<file path="config.mk">
export PLATFORM = sky130hd
export DESIGN_NAME = eth_tx_sched
export DESIGN_NICKNAME = d
export VERILOG_FILES = /design/src/rtl/eth_tx_sched.sv
export SDC_FILE = /design/constraint.sdc
export NUM_CORES = 1
export LEC_CHECK = 0
export BUFFER_PORTS_ARGS = -buffer_cell sky130_fd_sc_hd__buf_2
export CAP_MARGIN = 40
export CORE_MARGIN = 1
export CORE_UTILIZATION = 40
export CTS_BUF_LIST = sky130_fd_sc_hd__clkbuf_4 sky130_fd_sc_hd__clkbuf_8
export CTS_CLUSTER_SIZE = 25
export DETAILED_ROUTE_END_ITERATION = 6
export HOLD_SLACK_MARGIN = 0.02
export MAX_ROUTING_LAYER = met4
export PLACE_DENSITY = 0.64
export SETUP_SLACK_MARGIN = 0.1
export SLEW_MARGIN = 20
export SYNTH_ARGS = -nofsm -noshare
export SYNTH_HDL_FRONTEND = slang
export SYNTH_SLANG_ARGS = --single-unit
</file>
<file path="constraint.sdc">
create_clock -name eth_tx_clk -period 2.92 [get_ports eth_tx_clk]
set_input_delay 0.292 -clock eth_tx_clk [delete_from_list [all_inputs] [get_ports eth_tx_clk]]
set_output_delay 0.292 -clock eth_tx_clk [all_outputs]
set_load 0.01 [all_outputs]
</file>
<file path="src/rtl/eth_tx_sched.sv">
// eth_tx_sched: ARP resolve/answer/refresh plus round-robin UDP arbitration onto one TX port.
// Define ETH_TX_SCHED_STATS_EN to add 16-bit ARP/UDP/timeout event counters.
module eth_tx_sched #(
  parameter int N_CH        = 2,
  parameter int ARP_TIMEOUT = 125000000,
  parameter int ARP_RETRIES = 3,
  parameter int ARP_REFRESH = 1000000000,
  parameter int IFG_CYCLES  = 12
) (
  input  logic            eth_tx_clk,
  input  logic            rst_n,
  input  logic            i_arp_req_tgl,
  input  logic            i_arp_resp_tgl,
  input  logic [47:0]     i_rx_mac,
  output logic            o_arp_start,
  output logic [1:0]      o_arp_oper,
  input  logic            i_arp_ready,
  input  logic [N_CH-1:0] i_ch_req,
  output logic [N_CH-1:0] o_ch_grant,
  output logic            o_udp_start,
  input  logic            i_udp_ready,
  output logic            o_tx_sel,
  output logic [47:0]     o_peer_mac,
  output logic            o_peer_valid,
  output logic            o_arp_fail
`ifdef ETH_TX_SCHED_STATS_EN
  ,
  output logic [15:0]     o_arp_tx_cnt,
  output logic [15:0]     o_udp_tx_cnt,
  output logic [15:0]     o_arp_timeout_cnt
`endif
);

  localparam int PW = (N_CH > 1) ? $clog2(N_CH) : 1;
  localparam logic [31:0] TMO_LAST = 32'(ARP_TIMEOUT - 1);
  localparam logic [31:0] IFG_LAST =
    32'((IFG_CYCLES > 0) ? IFG_CYCLES - 1 : 0);
  localparam logic [31:0] REF_MAX  = 32'(ARP_REFRESH);
  localparam logic [7:0]  RTY_LAST = 8'(ARP_RETRIES - 1);

  typedef enum logic [3:0] {
    S_INIT, S_ARP_START, S_ARP_SEND, S_ARP_WAIT, S_IDLE,
    S_RSP_START, S_RSP_SEND, S_UDP_START, S_UDP_SEND, S_GAP
  } state_t;

  state_t state, state_nxt;

  logic [2:0]    req_s, rsp_s;
  logic          req_evt, rsp_evt;
  logic          req_pend;
  logic [31:0]   tmr;
  logic [31:0]   ref_cnt;
  logic [7:0]    rty_cnt;
  logic [PW-1:0] rr_ptr, pick_idx;
  logic [PW:0]   idx, ptr_nxt;
  logic          found;
  logic          tmo_hit, ref_hit, ifg_hit;
  logic          rsp_go, udp_go, gap_in, arp_done, udp_done;

  // Third stage gives the edge detector its previous value
  always_ff @(posedge eth_tx_clk or negedge rst_n) begin
    if (!rst_n) begin
      req_s <= '0;
      rsp_s <= '0;
    end else begin
      req_s <= {req_s[1:0], i_arp_req_tgl};
      rsp_s <= {rsp_s[1:0], i_arp_resp_tgl};
    end
  end

  assign req_evt = req_s[2] ^ req_s[1];
  assign rsp_evt = rsp_s[2] ^ rsp_s[1];

  assign tmo_hit = (state == S_ARP_WAIT) && (tmr == TMO_LAST);
  assign ifg_hit = (state == S_GAP) && (tmr >= IFG_LAST);
  assign ref_hit = (ref_cnt == REF_MAX);

  always_comb begin
    found    = 1'b0;
    pick_idx = '0;
    idx      = '0;
    for (int i = 0; i < N_CH; i++) begin
      idx = {1'b0, rr_ptr} + (PW+1)'(i);
      if (idx >= (PW+1)'(N_CH))
        idx = idx - (PW+1)'(N_CH);
      if (!found && i_ch_req[idx[PW-1:0]]) begin
        found    = 1'b1;
        pick_idx = idx[PW-1:0];
      end
    end
  end

  always_comb begin
    ptr_nxt = {1'b0, pick_idx} + (PW+1)'(1);
    if (ptr_nxt >= (PW+1)'(N_CH))
      ptr_nxt = '0;
  end

  always_comb begin
    state_nxt = state;
    unique case (state)
      S_INIT:      if (i_arp_ready) state_nxt = S_ARP_START;
      S_ARP_START: if (!i_arp_ready) state_nxt = S_ARP_SEND;
      S_ARP_SEND:  if (i_arp_ready) state_nxt = S_ARP_WAIT;
      S_ARP_WAIT: begin
        if (rsp_evt)
          state_nxt = S_IDLE;
        else if (tmo_hit)
          state_nxt = (rty_cnt >= RTY_LAST) ? S_IDLE : S_ARP_START;
      end
      S_IDLE: begin
        if (req_pend && i_arp_ready)
          state_nxt = S_RSP_START;
        else if (ref_hit && i_arp_ready)
          state_nxt = S_ARP_START;
        else if (found && o_peer_valid && i_udp_ready)
          state_nxt = S_UDP_START;
      end
      S_RSP_START: if (!i_arp_ready) state_nxt = S_RSP_SEND;
      S_RSP_SEND:  if (i_arp_ready) state_nxt = S_IDLE;
      S_UDP_START: if (!i_udp_ready) state_nxt = S_UDP_SEND;
      S_UDP_SEND:  if (i_udp_ready) state_nxt = S_GAP;
      S_GAP:       if (ifg_hit) state_nxt = S_IDLE;
      default:     state_nxt = S_INIT;
    endcase
  end

  assign rsp_go   = (state == S_IDLE) && (state_nxt == S_RSP_START);
  assign udp_go   = (state == S_IDLE) && (state_nxt == S_UDP_START);
  assign gap_in   = (state == S_UDP_SEND) && i_udp_ready;
  assign udp_done = gap_in;
  assign arp_done = ((state == S_ARP_SEND) || (state == S_RSP_SEND))
                    && i_arp_ready;

  always_ff @(posedge eth_tx_clk or negedge rst_n) begin
    if (!rst_n) state <= S_INIT;
    else        state <= state_nxt;
  end

  // Single timer serves both ARP_WAIT timeout and inter-frame gap
  always_ff @(posedge eth_tx_clk or negedge rst_n) begin
    if (!rst_n)
      tmr <= '0;
    else if (state_nxt != state)
      tmr <= '0;
    else if ((state == S_ARP_WAIT) || (state == S_GAP))
      tmr <= tmr + 32'd1;
  end

  always_ff @(posedge eth_tx_clk or negedge rst_n) begin
    if (!rst_n)
      ref_cnt <= '0;
    else if (arp_done)
      ref_cnt <= '0;
    else if (!ref_hit)
      ref_cnt <= ref_cnt + 32'd1;
  end

  always_ff @(posedge eth_tx_clk or negedge rst_n) begin
    if (!rst_n)
      req_pend <= 1'b0;
    else
      req_pend <= req_evt | (req_pend & ~rsp_go);
  end

  always_ff @(posedge eth_tx_clk or negedge rst_n) begin
    if (!rst_n) begin
      o_peer_mac   <= '0;
      o_peer_valid <= 1'b0;
      o_arp_fail   <= 1'b0;
      rty_cnt      <= '0;
    end else begin
      if (rsp_evt) begin
        o_peer_mac   <= i_rx_mac;
        o_peer_valid <= 1'b1;
      end
      if ((state == S_ARP_WAIT) && rsp_evt) begin
        rty_cnt    <= '0;
        o_arp_fail <= 1'b0;
      end else if (tmo_hit) begin
        if (rty_cnt >= RTY_LAST) begin
          rty_cnt    <= '0;
          o_arp_fail <= 1'b1;
        end else begin
          rty_cnt <= rty_cnt + 8'd1;
        end
      end
    end
  end

  always_ff @(posedge eth_tx_clk or negedge rst_n) begin
    if (!rst_n) begin
      o_ch_grant <= '0;
      rr_ptr     <= '0;
    end else if (udp_go) begin
      o_ch_grant <= N_CH'(1) << pick_idx;
      rr_ptr     <= ptr_nxt[PW-1:0];
    end else if (gap_in) begin
      o_ch_grant <= '0;
    end
  end

  assign o_arp_start = (state == S_ARP_START) || (state == S_RSP_START);
  assign o_udp_start = (state == S_UDP_START);
  assign o_tx_sel    = (state == S_UDP_START) || (state == S_UDP_SEND);

  always_comb begin
    o_arp_oper = 2'd0;
    unique case (1'b1)
      (state == S_ARP_START),
      (state == S_ARP_SEND): o_arp_oper = 2'd1;
      (state == S_RSP_START),
      (state == S_RSP_SEND): o_arp_oper = 2'd2;
      default:               o_arp_oper = 2'd0;
    endcase
  end

`ifdef ETH_TX_SCHED_STATS_EN
  always_ff @(posedge eth_tx_clk or negedge rst_n) begin
    if (!rst_n) begin
      o_arp_tx_cnt      <= '0;
      o_udp_tx_cnt      <= '0;
      o_arp_timeout_cnt <= '0;
    end else begin
      if (arp_done) o_arp_tx_cnt <= o_arp_tx_cnt + 16'd1;
      if (udp_done) o_udp_tx_cnt <= o_udp_tx_cnt + 16'd1;
      if (tmo_hit && !rsp_evt)
        o_arp_timeout_cnt <= o_arp_timeout_cnt + 16'd1;
    end
  end
`endif

endmodule

</file>
Yosys cells after proc, flatten, opt, wreduce, memory -nomap -nowiden
Cells that the tools add are included.
{"block": "totals", "ff_bits": 136, "in_bits": 56, "out_inout_bits": 57, "word_cells": 111}
{"block": "classes", "addsub": 7, "n_mux": 39, "bitwise": 5, "n_lt_le_gt_ge": 7, "shift": 1, "n_reduce_logical": 25, "n_eq_ne": 15}
{"op": "$mux 32", "count": 4}
{"op": "$add 32x1->32 const B", "count": 2}
{"op": "$mux 4", "count": 13}
{"op": "$pmux 4 s10", "count": 1}
{"op": "$eq 32x27->1 const B", "count": 1}
{"op": "$eq 32x30->1 const B", "count": 1}
{"op": "$ge 32x4->1 const B", "count": 1}
{"op": "$eq 4x3->1 const B", "count": 6}
{"op": "$mux 8", "count": 3}
{"op": "$mux 1", "count": 14}
{"op": "$logic_and 1x1->1", "count": 12}
{"op": "$add 8x1->8 const B", "count": 1}
{"op": "$eq 4x2->1 const B", "count": 2}
{"op": "$eq 4x4->1 const B", "count": 2}
{"op": "$ge 8x2->1 const B", "count": 1}
{"op": "$reduce_bool 2->1", "count": 4}
{"op": "$add 1x1->2 const B", "count": 2}
{"op": "$eq 4x1->1 const B", "count": 1}
{"op": "$ge 2x2->1 const B", "count": 2}
{"op": "$logic_not 4->1", "count": 1}
{"op": "$logic_or 1x1->1", "count": 4}
{"op": "$lt 1x2->1 const B", "count": 2}
{"op": "$mux 2", "count": 2}
{"op": "$ne 4x4->1", "count": 1}
{"op": "other kinds (13)", "count": 16}

Logic depth before layout (Yosys ltp)
Gate-level depths: netlist (run 1).
{"block": "depth", "ltp_word": 19, "ltp_mapped": 9, "depth_no_buf": 8}

Worst setup path before layout (run 1)
No wires, ideal clock.
{"block": "synth_timing", "path_kind": "register -> register", "from": "register tmr[0]", "to": "register tmr[10]", "path_buffers": 1, "slack_ps": 549, "period_less_slack_ps": 2371, "setup_time_ps": 101, "path_stages_with_launch": 9, "required_time_ps": 2819, "t_arrival_ps": 2271, "path_cell_list": "dfrtp_1 > ha_1 > nand4_1 > nor3_1 > nand4_1 > a221oi_1 > mux2_2 > buf_2 > nor4_1"}
{"block": "synth_via", "elab_chain_cells": 7, "elab_cells_between_ends": 13, "classes_between": "1 x add/sub; 1 x order compare; 2 x eq/ne; 6 x mux; 3 x reduce/logical"}
{"element": "start, declared", "line": "51", "text": "logic [31:0] tmr;"}
{"element": "start signal, assigned", "line": "147", "text": "tmr <= tmr + 32'd1;"}
{"element": "branches (longest 7 deep; another with $ge 32x4->1)"}
Several ways; the timed one is not identified. The select of a mux whose other input is x is not followed.
A chain may end at the register's enable or synchronous reset.

Final worst setup path (run 1)
{"block": "layout_timing", "from": "register tmr[31]", "to": "register tmr[9]"}
{"block": "layout_via", "elab_chain_cells": 7, "elab_cells_between_ends": 11, "classes_between": "1 x order compare; 2 x eq/ne; 5 x mux; 3 x reduce/logical"}
{"element": "branches (longest 4 deep; another with $ge 32x4->1)"}
{"element": "$pmux 4 s10 (*)", "line": "101", "text": "unique case (state)"}
{"element": "$ne 4x4->1 (*)", "line": "144", "text": "else if (state_nxt != state)"}
{"element": "$mux 32 or $reduce_bool 2->1 (tied branches)"}
Mark *: on every way between the ends.

==> results.ini, run 1 <==
[status]
status = finished, final reports clean

[grt]
grt_usage_pct = 19.35
grt_overflow = 0
grt_pass1_vias = 4881
grt_max_degree = 55
antenna_found_initial = 0
grt_pass1_wl_um = 24680

[placement]
dpl-instance-area_um2 = 7338
dpl.hpwl_um = 10180
io_buffers = 112
place_inst = 905
place_congestion = 0.8742
place_ws_ps = 127.7

[floorplanning]
io_pins = 113
die_area_um2 = 16820
core_um2 = 15890
row_count = 46
die_w_um = 129.7
die_h_um = 129.7
start_util_pct = 41.06

[sta]
setup_viol = 0
clock_skew_ps = 13.00
slew_headroom_pct = 48.36
timing.fmax_ghz = 0.3943
slew_viol_final = 0
worst_pin_slew_ps = 768.6
setup_tns_ps = 0
finalWorstSetupSlack_ps = 384.1
rsz0062_at_grt = no
timing.final.crit_period_ps = 2536
whs_ps = 70.51
hold_viol = 0
period_share_pct = 86.85

[cells_and_area]
drive_above_1_share_pct = 31.77
fill_cells = 1466
finalNonFillerCells = 940
final_common_cell = dfrtp_1
nNetsFinal = 772
utilization_pct = 49.02
fin_area_um2 = 7786
multi_input_area_um2 = 2934
final_cell_mix = dfrtp_1 (136), buf_2 (111), nor2_1 (51), mux2_2 (49), nor4_1 (43)
insertedDiodeCount = 0
area_growth_pct = 19.37
seqCellArea_um2 = 3403

[cts]
numClockSinks = 136
insertion_delay_ps = 450
cts_root_buf = clkbuf_8
htreeDepth = 4
cts_buffer_depth = 2
cts_tree = yes
numCtsBuffers = 17
clk_pin_slew_worst_paths_ps = 80
postCtsSetupBuffers = 0

[worst_setup_path]
critPathCaptureType = flip-flop
arrival_ps = 2880
ff2ff_path_depth = 6
worstSetupPathType = flip-flop to flip-flop
cp_max_fo = 32
startpoint_type = flip-flop
cp_data_required_time_ps = 3260

[synthesis]
synth_top_area_share_pct = 52.18
synth.area.top_cells = dfrtp_1 (52%), mux2_2 (8.6%), xor2_1 (5.1%)
netlist_instances = 587
synth_edf_count = 0
synthArstFlopShare_pct = 100.0
ys_seq_elements = 136
yosys.area.top_type = dfrtp_1
synth_seq_area_share_pct = 52.18
synth_fp_nets = 648
yosys_warnings = 0
synthesis.area_um2 = 6523
synth_cell_types = 56
avgSynthCellArea_um2 = 11.11
synth_flop_cell = dfrtp_1

[route]
drt-initial-drc-count = 258
viasPerCell = 5.256
first_pass_iters = 5
ant_nets = 0
vias = 4941
drc_errors = 0
drt_wl_total_um = 14570
post_drt_wl_per_cell_um = 15.50

[pwr]
ir_drop_mv = 0.3858
totalPowerFinal_mw = 5.332
p_leak_nw = 3.455
power.density_nw_per_um2 = 684.9

[worst_hold_path]
hold_path_class = primary input to flip-flop
min_path_cells = 2

[job]
cap_violations = 0

path summary, 6_finish.rpt:
kind | slack [ps] | end | start
worst max register to register | 380 | tmr[9]$_DFFE_PN0P_ | tmr[31]$_DFFE_PN0P_
worst min register to register | 340 | rsp_s[1]$_DFF_PN0_ | rsp_s[0]$_DFF_PN0_
max in group asynchronous | 1650 | ref_cnt[8]$_DFFE_PN0P_ | rst_n
worst max-delay path | 380 | tmr[9]$_DFFE_PN0P_ | tmr[31]$_DFFE_PN0P_
min in group asynchronous | 440 | state[0]$_DFF_PN0_ | rst_n
worst min-delay path | 70 | o_peer_mac[27]$_DFFE_PN0N_ | i_rx_mac[27]
worst max-delay path, stage by stage (launching register included):
cell and delay (ps):
dfrtp_1 410, nor4_1 410, and4_1 330, nand4_1 170, a221oi_2 340, mux2_4 480
nor4_1 300
logic make-up after synthesis:
family | synth area share [%]
simple gates | 21.87
flops | 52.18
compound gates | 4.853
xor+xnor | 7.923
buf+inv | 3.280
fa+ha+maj | 0.9591
mux | 8.939
routing by layer:
layer | vias to the layer above | share of wire, % | GRT usage (%)
met5 | - | 0 | -
met3 | 19 | 3.0 | 4.223
met2 | 84 | 50 | 31.14
met1 | 2479 | 45 | 23.93
met4 | 0 | 1.9 | 7.182
li1 | 2359 | - | -
final cells by class:
cell class | count | share of cell area (%)
flip-flops and latches | 136 | 43.71
inverters | 14 | 0.6749
multi-input cells | 413 | 37.68
well taps | 216 | 3.471
clock inverters | 13 | 1.896
clock buffers | 19 | 3.278
repair buffers | 129 | 9.288
flip-flops by register name, summed over array words and instances (netlist names):
signal / count
o_arp_fail: 1
o_ch_grant: 2
o_peer_mac: 48
o_peer_valid: 1
ref_cnt: 32
req_pend: 1
req_s: 3
rr_ptr: 1
rsp_s: 3
rty_cnt: 8
state: 4
tmr: 32
repair_timing:
action	CTS	global route
gates resized for setup	0	3
hold buffers	3	0
endpoints found under the setup margin	0	32
hold endpoints to repair	53	0
where the power goes:
group	internal (mW)	switching, mW
clock network	0.798	0.773
logic	0.593	0.906
registers	2.06	0.197
total	3.46	1.88
synth_stat cells (all sizes together) (7+ instances only):
library cell,count
and2,8
nand2,28
nand3,33
or3,9
o21ai,17
clkbuf,16
buf,8
dfrtp,136
and3,14
nand4,18
nor3,7
a21oi,14
and4,9
nor2,51
xnor2,21
mux2,50
nor4,45
inv,14
xor2,38
No activity file was read; power rests on OpenSTA's default activity.
==> inputs of run 2 (changes only) <==
--- a/config.mk
+++ b/config.mk
@@ -7,6 +7,7 @@
 export LEC_CHECK = 0
 export BUFFER_PORTS_ARGS = -buffer_cell sky130_fd_sc_hd__buf_2
 export CAP_MARGIN = 40
+export CORE_ASPECT_RATIO = 1.25
 export CORE_MARGIN = 1
 export CORE_UTILIZATION = 40
 export CTS_BUF_LIST = sky130_fd_sc_hd__clkbuf_4 sky130_fd_sc_hd__clkbuf_8
==> run 2 against run 1 <==
Flip-flop and latch count unchanged. Maximum frequency is 1.3% lower. Register-to-register slack lost 30 ps. Critical path type unchanged. Critical endpoint is now tmr[25]$_DFFE_PN0P_. Highest routed layer unchanged.
==> results.ini, run 2 (same netlist as run 1, synthesis figures left out) <==
[status]
status = finished, final reports clean  ; unchanged

[worst_hold_path]
hold_path_class = primary input to flip-flop  ; unchanged
hp-start = i_rx_mac[29]  ; was i_rx_mac[27]

[worst_setup_path]
crit_path_top_delay_cell = mux2_4  ; unchanged
startpoint_type = flip-flop  ; unchanged
cp_max_fo = 32  ; unchanged
rr_startpoint = tmr[0]$_DFFE_PN0P_  ; was tmr[31]$_DFFE_PN0P_
crit_top_cell = nand4_1  ; was nor4_1
path_buf_inv = 0  ; unchanged
critPathCaptureType = flip-flop  ; unchanged
crit_start = tmr[0]$_DFFE_PN0P_  ; was tmr[31]$_DFFE_PN0P_
arrival_ps = 2910  ; was 2880 ps
slowest_delay_ps = 480  ; about the same
worstSetupPathType = flip-flop to flip-flop  ; unchanged
critical-path-top-delay-family = simple AND/OR/NAND/NOR gates  ; unchanged
cp_data_required_time_ps = 3260  ; about the same
path_cells = ha_1, nand4_1, nor3_1, nand4_1, a221oi_2, mux2_4, nor4_1  ; was nor4_1, and4_1, nand4_1, a221oi_2, mux2_4, nor4_1

[grt]
grt_pass1_vias = 5067  ; was 4,881
antenna_found_initial = 0  ; unchanged
grt_pass1_wl_um = 24330  ; was 24,680 µm
grt_usage_pct = 19.26  ; was 19.35%
grt_max_degree = 103  ; was 55
grt_overflow = 0  ; unchanged

[sta]
setup_tns_ps = 0  ; unchanged
worst_pin_slew_ps = 703.8  ; was 768.6 ps
slew_viol_final = 0  ; unchanged
period_share_pct = 87.97  ; was 86.85%
timing.fmax_ghz = 0.3893  ; was 0.3943 GHz
hold_viol = 0  ; unchanged
slew_headroom_pct = 52.72  ; was 48.36%
rsz0062_at_grt = no  ; unchanged
timing.final.crit_period_ps = 2569  ; was 2536 ps
setup_viol = 0  ; unchanged
clock_skew_ps = 8.448  ; was 13.00 ps

[pwr]
p_leak_nw = 3.459  ; was 3.455 nW
power.switching_mw = 1.823  ; was 1.876 mW
p_comb_share_pct = 27.3  ; was 28.1%
totalPowerFinal_mw = 5.393  ; was 5.332 mW
sw_frac_of_total_pct = 33.81  ; was 35.19%
p_int_mw = 3.570  ; was 3.456 mW
power.density_nw_per_um2 = 692.7  ; was 684.9 nW/µm²
ir_drop_mv = 0.5459  ; was 0.3858 mV
power_frac_seq_pct = 42.2  ; was 42.4%
pwr-share-clk_pct = 30.6  ; was 29.5%

[cells_and_area]
reg_top3 = o_peer_mac: 48 flops, ref_cnt: 32 flops, tmr: 32 flops  ; unchanged
multi_input_area_um2 = 2935  ; was 2934 µm²
largest_reg_flops = 48  ; unchanged
area_growth_pct = 19.36  ; was 19.37%
seqCellArea_um2 = 3403  ; unchanged
finalNonFillerCells = 933  ; was 940
nNetsFinal = 769  ; was 772
top_register = o_peer_mac  ; unchanged
drive_above_1_share_pct = 31.48  ; was 31.77%
insertedDiodeCount = 0  ; unchanged
final_cell_mix = dfrtp_1 (136), buf_2 (111), nor2_1 (51), mux2_2 (49), nor4_1 (42)  ; was dfrtp_1 (136), buf_2 (111), nor2_1 (51), mux2_2 (49), nor4_1 (43)
final_common_cell = dfrtp_1  ; unchanged
fill_cells = 1451  ; was 1,466

[cts]
cts_tree = yes  ; unchanged
htreeDepth = 4  ; unchanged
numCtsBuffers = 17  ; unchanged
insertion_delay_ps = 450  ; about the same
clk_pin_slew_worst_paths_ps = 80  ; about the same
cts_root_buf = clkbuf_8  ; unchanged
numClockSinks = 136  ; unchanged
cts_buffer_depth = 2  ; unchanged

[route]
viasPerCell = 5.265  ; was 5.256
drt-initial-drc-count = 169  ; was 258
drc_errors = 0  ; unchanged
first_pass_iters = 4  ; was 5
vias = 4912  ; was 4,941
drt_wl_total_um = 14580  ; was 14,570 µm
ant_nets = 0  ; unchanged
post_drt_wl_per_cell_um = 15.63  ; was 15.50 µm

[placement]
place_congestion = 0.8434  ; was 0.8742
io_buffers = 112  ; unchanged
dpl.hpwl_um = 10240  ; was 10,180 µm
place_inst = 898  ; was 905

[floorplanning]
row_count = 51  ; was 46
die_area_um2 = 16820  ; about the same
die_w_um = 116.2  ; was 129.7 µm
core_um2 = 15760  ; was 15,890 µm²
io_pins = 113  ; unchanged
die_h_um = 144.8  ; was 129.7 µm
start_util_pct = 41.38  ; was 41.06%

[job]
cap_violations = 0  ; unchanged

-- run 2: cell types whose count changed in the layout (fill, tap and decap cells not counted), sizes merged --
cell      previous run  this run
clkinv               5         3
bufinv               2         3
clkinvlp             4         3
clkbuf              19        22
inv                 16        15
buf                126       123
-- run 2: layout make-up --
type / instances / share of cell area (%)
clock buffers: 22 / 3.648
clock inverters: 10 / 1.848
inverters: 14 / 0.6750
multi-input cells: 413 / 37.70
flip-flops and latches: 136 / 43.72
well taps: 212 / 3.407
repair buffers: 126 / 9.000
-- run 2: layer usage --
layer / vias to the layer above / part of all wire [%] / global-route usage (%)
met2: 88 / 53 / 33.08
met3: 32 / 2.6 / 3.790
met1: 2435 / 42 / 21.31
met5: - / 0 / -
li1: 2357 / - / -
met4: 0 / 2.9 / 9.447
-- run 2: power by group through the flow --
stage                     clock network, mW  logic (mW)  registers [mW]
after floorplan                           0        1.10            2.28
after global placement                    0        1.43            2.29
after detailed placement                  0        1.46            2.31
after CTS                              1.69        1.48            2.27
after global routing                   1.77        1.61            2.30
final                                  1.65        1.47            2.27
-- run 2: repair_timing --
| item | CTS | global route |
|---|---|---|
| setup buffers | 0 | 0 |
| hold buffers | 3 | 0 |
| endpoints found under the setup margin | 13 | 26 |
| hold endpoints to repair | 36 | 0 |
| resized for setup | 1 | 2 |
-- run 2: worst paths after layout --
path	slack, ps	to	depth (start not counted)
setup / recovery	350	tmr[25]$_DFFE_PN0P_	7
hold / removal	70	o_peer_mac[29]$_DFFE_PN0N_	2
setup reg to reg	350	tmr[25]$_DFFE_PN0P_	7
hold reg to reg	350	rsp_s[1]$_DFF_PN0_	0
max in group asynchronous	1650	ref_cnt[16]$_DFFE_PN0P_	3
min in group asynchronous	370	rty_cnt[6]$_DFFE_PN0P_	2
-- run 2: stage by stage --
stage / hold WS [ps] / utilization, % / setup WS (ps) / cell area [µm²]
2_1_floorplan: -3.591 / - / 548.5 / 6523
3_3_place_gp: 271.4 / 46.38 / 271.5 / 7311
3_5_place_dp: 276.0 / 46.38 / 104.6 / 7311
4_1_cts: 41.53 / 49.31 / 203.7 / 7772
5_1_grt: 44.64 / 49.39 / 133.1 / 7785
6_report: 68.02 / 49.39 / 351.3 / 7785
==> inputs of run 3 (changes only) <==
--- a/config.mk
+++ b/config.mk
@@ -9,13 +9,13 @@
 export CAP_MARGIN = 40
 export CORE_ASPECT_RATIO = 1.25
 export CORE_MARGIN = 1
-export CORE_UTILIZATION = 40
+export CORE_UTILIZATION = 55
 export CTS_BUF_LIST = sky130_fd_sc_hd__clkbuf_4 sky130_fd_sc_hd__clkbuf_8
 export CTS_CLUSTER_SIZE = 25
 export DETAILED_ROUTE_END_ITERATION = 6
 export HOLD_SLACK_MARGIN = 0.02
 export MAX_ROUTING_LAYER = met4
-export PLACE_DENSITY = 0.64
+export PLACE_DENSITY = 0.83
 export SETUP_SLACK_MARGIN = 0.1
 export SLEW_MARGIN = 20
 export SYNTH_ARGS = -nofsm -noshare
==> run 3 against run 2 <==
Core utilization increased by 17 points. Non-clock buffer count unchanged. Hold slack improved by 1.9 ps. Die area decreased by 27%. Final cell count decreased by 7.9%. Clock-buffer cell count decreased by 2. Clock skew about the same. Critical endpoint is now tmr[12]$_DFFE_PN0P_. Largest cell class unchanged. Largest power group unchanged. Highest routed layer unchanged.
==> results.ini, run 3 (same netlist as run 1, synthesis figures left out) <==
[route]
vias = 5064  ; was 4,912
ant_nets = 0  ; unchanged
drt_wl_total_um = 14730  ; was 14,580 µm
drc_errors = 0  ; unchanged
post_drt_wl_per_cell_um = 17.15  ; was 15.63 µm
viasPerCell = 5.895  ; was 5.265
first_pass_iters = 6  ; was 4
drt-initial-drc-count = 240  ; was 169

[cts]
cts_buffer_depth = 2  ; unchanged
cts_tree = yes  ; unchanged
cts_root_buf = clkbuf_8  ; unchanged
numCtsBuffers = 17  ; unchanged
insertion_delay_ps = 450  ; about the same
htreeDepth = 4  ; unchanged
clk_pin_slew_worst_paths_ps = 80  ; about the same
numClockSinks = 136  ; unchanged
postCtsSetupBuffers = 0  ; unchanged

[floorplanning]
io_pins = 113  ; unchanged
start_util_pct = 56.42  ; was 41.38%
row_count = 44  ; was 51
die_area_um2 = 12300  ; was 16,820 µm²
die_w_um = 99.40  ; was 116.2 µm
die_h_um = 123.8  ; was 144.8 µm
core_um2 = 11560  ; was 15,760 µm²

[cells_and_area]
largest_reg_flops = 48  ; unchanged
nNetsFinal = 769  ; unchanged
area_growth_pct = 17.74  ; was 19.36%
reg_top3 = o_peer_mac: 48 flops, ref_cnt: 32 flops, tmr: 32 flops  ; unchanged
final_cell_mix = dfrtp_1 (136), buf_2 (111), nor2_1 (51), mux2_2 (49), nor4_1 (42)  ; unchanged
final_common_cell = dfrtp_1  ; unchanged
fill_cells = 860  ; was 1,451
drive_above_1_share_pct = 31.39  ; was 31.48%
utilization_pct = 66.43  ; was 49.39%
top_register = o_peer_mac  ; unchanged
multi_input_area_um2 = 2935  ; unchanged
seqCellArea_um2 = 3403  ; unchanged
fin_area_um2 = 7680  ; was 7785 µm²

[worst_setup_path]
critPathCaptureType = flip-flop  ; unchanged
cp_max_fo = 32  ; unchanged
path_cells = ha_1, nand4_1, nor3_1, nand4_1, a221oi_2, mux2_4, nor4_1  ; unchanged
worstSetupPathType = flip-flop to flip-flop  ; unchanged
slowest_delay_ps = 480  ; about the same
path_buf_inv = 0  ; unchanged
arrival_ps = 2920  ; was 2910 ps
ff2ff_path_depth = 7  ; unchanged
cp_data_required_time_ps = 3250  ; was 3260 ps
critical-path-top-delay-family = simple AND/OR/NAND/NOR gates  ; unchanged
crit_path_top_delay_cell = mux2_4  ; unchanged
rr_startpoint = tmr[0]$_DFFE_PN0P_  ; unchanged
startpoint_type = flip-flop  ; unchanged
worstReg2RegEnd = tmr[12]$_DFFE_PN0P_  ; was tmr[25]$_DFFE_PN0P_
crit_top_cell = nand4_1  ; unchanged
timing.reg2reg.setup_slack_ps = 330  ; was 350 ps

[worst_hold_path]
hp-start = i_rx_mac[6]  ; was i_rx_mac[29]
holdPathEnd = o_peer_mac[6]$_DFFE_PN0N_  ; was o_peer_mac[29]$_DFFE_PN0N_
min_path_cells = 2  ; unchanged
hold_path_class = primary input to flip-flop  ; unchanged

[sta]
setup_tns_ps = 0  ; unchanged
period_share_pct = 88.82  ; was 87.97%
whs_ps = 69.88  ; was 68.02 ps
worst_pin_slew_ps = 677.6  ; was 703.8 ps
slew_viol_final = 0  ; unchanged
slew_headroom_pct = 54.45  ; was 52.72%
timing.final.crit_period_ps = 2594  ; was 2569 ps
rsz0062_at_grt = no  ; unchanged
setup_viol = 0  ; unchanged
timing.fmax_ghz = 0.3856  ; was 0.3893 GHz
clock_skew_ps = 8.041  ; was 8.448 ps
hold_viol = 0  ; unchanged
finalWorstSetupSlack_ps = 326.4  ; was 351.3 ps

[placement]
place_ws_ps = 133.2  ; was 104.6 ps
dpl-instance-area_um2 = 7218  ; was 7311 µm²
io_buffers = 112  ; unchanged
dpl.hpwl_um = 10130  ; was 10,240 µm
place_congestion = 0.8849  ; was 0.8434

[pwr]
p_leak_nw = 3.452  ; was 3.459 nW
power.density_nw_per_um2 = 700.4  ; was 692.7 nW/µm²
ir_drop_mv = 0.4475  ; was 0.5459 mV

[grt]
grt_pass1_wl_um = 24920  ; was 24,330 µm
grt_max_degree = 85  ; was 103
grt_usage_pct = 26.94  ; was 19.26%
grt_overflow = 0  ; unchanged
antenna_found_initial = 1  ; was 0
grt_pass1_vias = 5232  ; was 5,067

[status]
status = finished, final reports clean  ; unchanged

[job]
cap_violations = 0  ; unchanged

[run 3: cell count changes in the layout (fill, tap and decap cells not counted)]
cell / previous run / this run
clkbuf_8: 19 / 18
clkinv_4: 2 / 4
clkinvlp_4: 3 / 2
diode_2: 0 / 1
clkinv_2: 1 / 2
clkbuf_4: 3 / 2
inv_6: 1 / 0
[run 3: cell type report]
class / count / area share, %
multi-input combinational: 413 / 38.22
clock buffer: 20 / 3.421
antenna: 1 / 0.03258
sequential: 136 / 44.31
clock inverter: 11 / 1.955
inverter: 14 / 0.6843
tap: 138 / 2.248
timing repair buffer: 126 / 9.123
[run 3: worst max-delay path by stage]
stage                     slack, ps  depth (start not counted)                   to                 from
after floorplan                 550                          8  tmr[10]$_DFFE_PN0P_   tmr[0]$_DFFE_PN0P_
after global placement          370                          6  tmr[12]$_DFFE_PN0P_  tmr[23]$_DFFE_PN0P_
after detailed placement        130                          7  tmr[31]$_DFFE_PN0P_   tmr[0]$_DFFE_PN0P_
after CTS                       110                          7  tmr[31]$_DFFE_PN0P_   tmr[0]$_DFFE_PN0P_
after global routing            130                          7  tmr[12]$_DFFE_PN0P_   tmr[0]$_DFFE_PN0P_
final                           330                          7  tmr[12]$_DFFE_PN0P_   tmr[0]$_DFFE_PN0P_
[run 3: where the power goes]
| group | switching, mW | internal, mW | total (mW) |
|---|---|---|---|
| combinational | 0.908 | 0.586 | 1.49 |
| sequential | 0.216 | 2.07 | 2.28 |
| clock | 0.722 | 0.882 | 1.60 |
| total | 1.85 | 3.53 | 5.38 |
[run 3: per-layer routing]
layer	GRT usage (%)	share of wire [%]	up-vias
met1	29.75	40	2553
met5	-	0	-
met2	47.66	54	126
met4	10.39	2.2	0
li1	-	-	2356
met3	6.061	3.7	29
[run 3: what timing repair did]
item                       4_1_cts  5_1_grt
resized for setup                0        3
hold endpoints to repair        14        0
hold buffers                     3        0
setup endpoints to repair        0       32
[run 3: per-stage QoR]
| step | total power [mW] | instances |
|---|---|---|
| after floorplan | 3.373 | 587 |
| after global placement | 3.682 | 824 |
| after detailed placement | 3.759 | 824 |
| after CTS | 5.359 | 858 |
| after global routing | 5.653 | 859 |
| final | 5.379 | 859 |
[run 3: worst register-to-register path, stage by stage, from the launching register on]
cell and delay [ps]:
dfrtp_1 440, ha_1 240, nand4_1 110, nor3_1 290, nand4_1 230, a221oi_2 350
mux2_4 490, nor4_1 330
